[src/rtl/ormap_sequencer.sv]
// ormap_sequencer: walks two u32 vectors in an external store and writes
// dst[i] = A[i] | B[i] back over the A vector, one element every two cycles.
// Optional feature: define ORMAP_SEQ_COND_EN to gate a whole command on a
// selected condition flag. Without it the flag inputs are unused and the
// command always runs.
module ormap_sequencer #(
  parameter int ADDR_W = 8,
  parameter int LEN_W  = 9,
  parameter int FLAG_W = 8
) (
  input  logic                      clk,
  input  logic                      rst,
  input  logic                      cmd_valid,
  output logic                      cmd_ready,
  input  logic [ADDR_W-1:0]         cmd_origin,
  input  logic [ADDR_W-1:0]         cmd_modifier,
  input  logic [LEN_W-1:0]          cmd_length,
  input  logic                      cmd_cond_en,
  input  logic [$clog2(FLAG_W)-1:0] cmd_flag_sel,
  input  logic [FLAG_W-1:0]         flags,
  output logic                      rd_en,
  output logic [ADDR_W-1:0]         rd_a_addr,
  output logic [ADDR_W-1:0]         rd_b_addr,
  input  logic [31:0]               rd_a_data,
  input  logic [31:0]               rd_b_data,
  output logic                      wr_en,
  output logic [ADDR_W-1:0]         wr_addr,
  output logic [31:0]               wr_data,
  output logic                      busy,
  output logic                      done,
  output logic                      skipped
);

  typedef enum logic [2:0] {IDLE, CHECK, READ, WRITE, DONE} state_t;

  state_t             state_q, state_d;
  logic [LEN_W-1:0]   i_q, i_d;
  logic               skip_q, skip_d;
  logic [ADDR_W-1:0]  origin_q, modifier_q;
  logic [LEN_W-1:0]   len_q;
  logic               accept;
  logic               skip_now;
  logic [ADDR_W-1:0]  idx;

  assign accept = (state_q == IDLE) && cmd_valid && !rst;
  assign idx    = ADDR_W'(i_q);
  assign busy   = (state_q != IDLE);

`ifdef ORMAP_SEQ_COND_EN
  logic                      cond_en_q;
  logic [$clog2(FLAG_W)-1:0] flag_sel_q;

  // Capture the gating controls together with the rest of the command.
  always_ff @(posedge clk) begin
    if (accept) begin
      cond_en_q  <= cmd_cond_en;
      flag_sel_q <= cmd_flag_sel;
    end
  end

  assign skip_now = cond_en_q && !flags[flag_sel_q];
`else
  logic unused_cond;
  assign unused_cond = ^{cmd_cond_en, cmd_flag_sel, flags};
  assign skip_now    = 1'b0;
`endif

  // Command operands are plain data: captured on acceptance, never reset.
  always_ff @(posedge clk) begin
    if (accept) begin
      origin_q   <= cmd_origin;
      modifier_q <= cmd_modifier;
      len_q      <= cmd_length;
    end
  end

  // Control state: FSM, element index and latched skip decision.
  always_ff @(posedge clk) begin
    if (rst) begin
      state_q <= IDLE;
      i_q     <= '0;
      skip_q  <= 1'b0;
    end else begin
      state_q <= state_d;
      i_q     <= i_d;
      skip_q  <= skip_d;
    end
  end

  // Next-state and strobes; an asserted rst suppresses every strobe at once
  // so a reset landing mid-command cannot complete the write in flight.
  always_comb begin
    state_d   = state_q;
    i_d       = i_q;
    skip_d    = skip_q;
    cmd_ready = 1'b0;
    rd_en     = 1'b0;
    rd_a_addr = '0;
    rd_b_addr = '0;
    wr_en     = 1'b0;
    wr_addr   = '0;
    wr_data   = '0;
    done      = 1'b0;
    skipped   = 1'b0;
    unique case (state_q)
      IDLE: begin
        cmd_ready = !rst;
        if (cmd_valid) begin
          i_d     = '0;
          skip_d  = 1'b0;
          state_d = CHECK;
        end
      end
      CHECK: begin
        skip_d = skip_now;
        if (skip_now || (len_q == '0)) state_d = DONE;
        else                          state_d = READ;
      end
      READ: begin
        rd_en     = !rst;
        rd_a_addr = origin_q + idx;
        rd_b_addr = modifier_q + idx;
        state_d   = WRITE;
      end
      WRITE: begin
        wr_en   = !rst;
        wr_addr = origin_q + idx;
        wr_data = rd_a_data | rd_b_data;
        i_d     = i_q + LEN_W'(1);
        if ((i_q + LEN_W'(1)) == len_q) state_d = DONE;
        else                            state_d = READ;
      end
      DONE: begin
        done    = !rst;
        skipped = skip_q && !rst;
        state_d = IDLE;
      end
      default: state_d = IDLE;
    endcase
  end

endmodule

[config.mk]
export PLATFORM = sky130hd
export DESIGN_NAME = ormap_sequencer
export DESIGN_NICKNAME = d
export VERILOG_FILES = /design/src/rtl/ormap_sequencer.sv
export SDC_FILE = /design/constraint.sdc
export NUM_CORES = 1
export LEC_CHECK = 0
export ABC_AREA = 1
export CAP_MARGIN = 10
export CORE_MARGIN = 5
export CORE_UTILIZATION = 40
export CTS_CLUSTER_DIAMETER = 50
export DETAILED_ROUTE_END_ITERATION = 10
export PLACE_DENSITY = 0.87
export SLEW_MARGIN = 40
export SYNTH_ARGS = -nofsm -noshare
export SYNTH_HDL_FRONTEND = slang
export SYNTH_SLANG_ARGS = --single-unit
[constraint.sdc]
create_clock -name clk -period 5.3 [get_ports clk]
set_input_delay 1.325 -clock clk [delete_from_list [all_inputs] [get_ports clk]]
set_output_delay 1.325 -clock clk [all_outputs]
set_load 0.05 [all_outputs]
==> summary.md <==
| Metric | Value |
|---|---|
| Final number of hold-violating endpoints | `0` |
| Flop and latch count out of synthesis | `37` |
| Yosys warning count | `0` |
| Inserted Diodes | `0` |
| Die width | `90.4 µm` |
| Commonest cells after routing, fill and taps aside | `152 x clkdlybuf4s50_1, 102 x nor2_1, 63 x nand2_1` |
| Final period util | `0.834` |
| Peak supply drop | `0.000180 V` |
| Global routing met1 resource utilization | `0.228` |
| Worst hold path type | `reg2reg` |
| Global placer's final weighted congestion | `0.885` |
| Insertion delay to the later sink of the worst-skew pair | `0.28 ns` |
| DIE HEIGHT | `90.4 µm` |
| Fraction of layout instances using a drive strength above 1 | `0.0468` |
| Global routing met2 resource utilization | `0.397` |
| Fin nets | `633` |
| Post-route DRC violation count | `0` |
| Clock-pin slew of the registers on the worst-case setup and hold paths | `0.07 ns` |
| Max Clk Rate | `226 MHz` |
| Overflow left after global routing | `0` |
| Clk sink count | `37` |
| Initial core utilization | `0.409` |
| Total of endpoints with negative setup slack in the final report | `0` |
| Post-synthesis cell type count | `32` |
| Post-synthesis net count | `481` |
| H-tree Lvls | `2` |
| Row count | `29` |
| Max-cap violations | `0` |
| Post-synthesis instance area | `2580 µm²` |
| CP Data Required Time | `3.97 ns` |
| Count of cells along the worst register-to-register path | `11` |
| Tightest Pin Transition | `0.665 ns` |
| Detailed-route vias per instance | `4.89` |
| Tot GR Track Use | `0.213` |
| Total of buffers placed on input and output ports | `152` |
| Post-Synthesis Cells | `360` |
| Endpoint of the worst hold path | `state_q[0]` |
| Footprint of the multi-input gates | `1400 µm²` |
| Per-instance average area after synthesis | `7.18 µm²` |
| Reg-to-reg slack, setup | `3.33 ns` |
| Layer with the highest usage after global routing | `met2` |
| Startpoint class of the critical path | `primary input` |
| Most common cell after layout, fill and taps aside | `clkdlybuf4s50_1` |
| Most common flop cell mapped by yosys | `edfxtp_1` |
| Clock tree from TritonCTS | `built` |
| Clock Skew | `0.00779 ns` |
| Finished Cell Area | `4260 µm²` |
| Average wire per standard cell | `14.8 µm` |
| Total negative slack | `0 ns` |
| Count of fill cells added during filler insertion | `530` |
| Number of hold-repair buffers added at the cts stage | `0` |
| Layout-stage area growth over the synthesis result | `64.8%` |
| Clock root buffer | `clkbuf_8` |
| Element type at the critical path end | `output port` |
| Run status | `finished clean` |
| Hold Path Stages | `1` |
| Total power divided by cell area | `185 nW/µm²` |
| Initial antenna violation count | `0` |
| Setup repair after global routing missed its margin | `no` |
| Count of flip-flops with a built-in enable after synthesis | `25` |
| Placement Cell Area | `4180 µm²` |
| Launching point of the worst reg2reg path | `i_q[1]` |
| Largest net degree at the start of global routing | `44` |
| Part of the Yosys area used for sequential elements | `0.383` |
| Number of buffers inserted to repair setup after CTS | `0` |
| Final non-filler cell total | `590` |
| FFs w/ async S/R, synth | `0` |
| Initial drt markers | `109` |
| Startpoint-to-endpoint class of the critical path | `in2out` |
| Total clock buffers created by CTS | `5` |
| Core Area | `6310 µm²` |
| Post_cts resized | `0` |
| Minimum clock period | `4.42 ns` |
| Worst endpoint data arrival time | `3.09 ns` |
| Count of pins on the block boundary | `166` |
| Routed via count | `2883` |
| Max-slew violations | `0` |
| Post-DRT Antenna Nets | `0` |
| Pre-Repair DR Iteration Count | `4` |
| Die area | `8170 µm²` |
| HPWL after DPL | `7290 µm` |
| Critical path peak fanout | `12` |
| Tightest slew margin relative to the limit | `0.556` |
| First-pass GRT wire length | `14100 µm` |
| Post-route core utilization | `0.675` |
| Leakage power of the design | `1.78 nW` |
| Number of placed instances with taps included | `582` |
| Max clock buf depth | `2` |
| Startpoint of the tightest hold check path | `state_q[0]` |
| Met3 usage | `0.0592` |
| Endpoint of the worst-slack reg-to-reg timing path | `state_q[1]` |
| Detailed-route wire length | `8750 µm` |
| Worst hold slack across all endpoints | `0.475 ns` |
| Via count of the first global-routing pass | `2839` |
| Sequential standard cell area | `991 µm²` |
-- worst max-delay path by stage --
| stage | startpoint | end | slack [ns] |
|---|---|---|---|
| 6_report | rst | done | 0.88 |
| 3_5_place_dp | rst | done | 0.89 |
| 5_1_grt | i_q[0] | rd_a_addr[6] | 0.75 |
| 2_1_floorplan | rst | done | 1.35 |
| 3_3_place_gp | rst | done | 0.89 |
| 4_1_cts | rst | done | 0.89 |
-- report_power, final --
part / switching, W / internal (W) / leakage (nW)
registers: 0.00000725 / 0.000323 / 0.328
clock network: 0.0000894 / 0.0000921 / 0.0422
logic: 0.000160 / 0.000118 / 1.41
total: 0.000256 / 0.000533 / 1.78
-- flip-flops by register name (all words and copies together) (netlist names) --
register / flops
origin_q: 8
state_q: 3
i_q: 9
len_q: 9
modifier_q: 8
-- metrics by stage --
stage	power (W)	worst slack (ns)
finish	0.000790	0.880
global route	0.000825	0.753
CTS	0.000798	0.888
detailed placement	0.000616	0.893
global placement	0.000611	0.892
floorplan	0.000484	1.35
-- layout make-up --
cell class              instances  area share
repair buffers                153       0.359
flip-flops and latches         37       0.233
clock inverters                 1     0.00118
inverters                      42      0.0370
well taps                      77      0.0226
clock buffers                   7      0.0179
multi-input cells             273       0.330
-- cells in the mapped netlist (4+ instances only) --
cell      count  share of area
a21oi_1      20          0.039
clkbuf_1      6         0.0087
dfxtp_1      12          0.093
edfxtp_1     25           0.29
ha_1         15          0.073
inv_1        40          0.058
nand2_1      63          0.091
nand2_2       6          0.015
nand3_1      21          0.041
nand4_1       6          0.015
nor2_1      103           0.15
nor2_2        4         0.0097
o21ai_0       7          0.014
xnor2_1       4          0.014
xor2_1        6          0.020
-- routing by layer --
| metal | up-vias | part of all wire |
|---|---|---|
| met1 | 1268 | 0.38 |
| met2 | 130 | 0.52 |
| met3 | 22 | 0.076 |
| met4 | 0 | 0.025 |
| met5 | - | 0 |
| li1 | 1463 | - |
-- cell families after synthesis --
logic type | share of synthesized area
compound gates | 0.0750
xor+xnor | 0.0339
fa+ha+maj | 0.0881
buf+inv | 0.0745
flops | 0.383
other cells | 0.00145
simple gates | 0.344
-- critical path, cell delays in order --
cell,delay [ns]
clkdlybuf4s50_1,0.66
nor3_1,0.27
clkdlybuf4s50_1,0.84
Power figures use the tool's default switching activity.
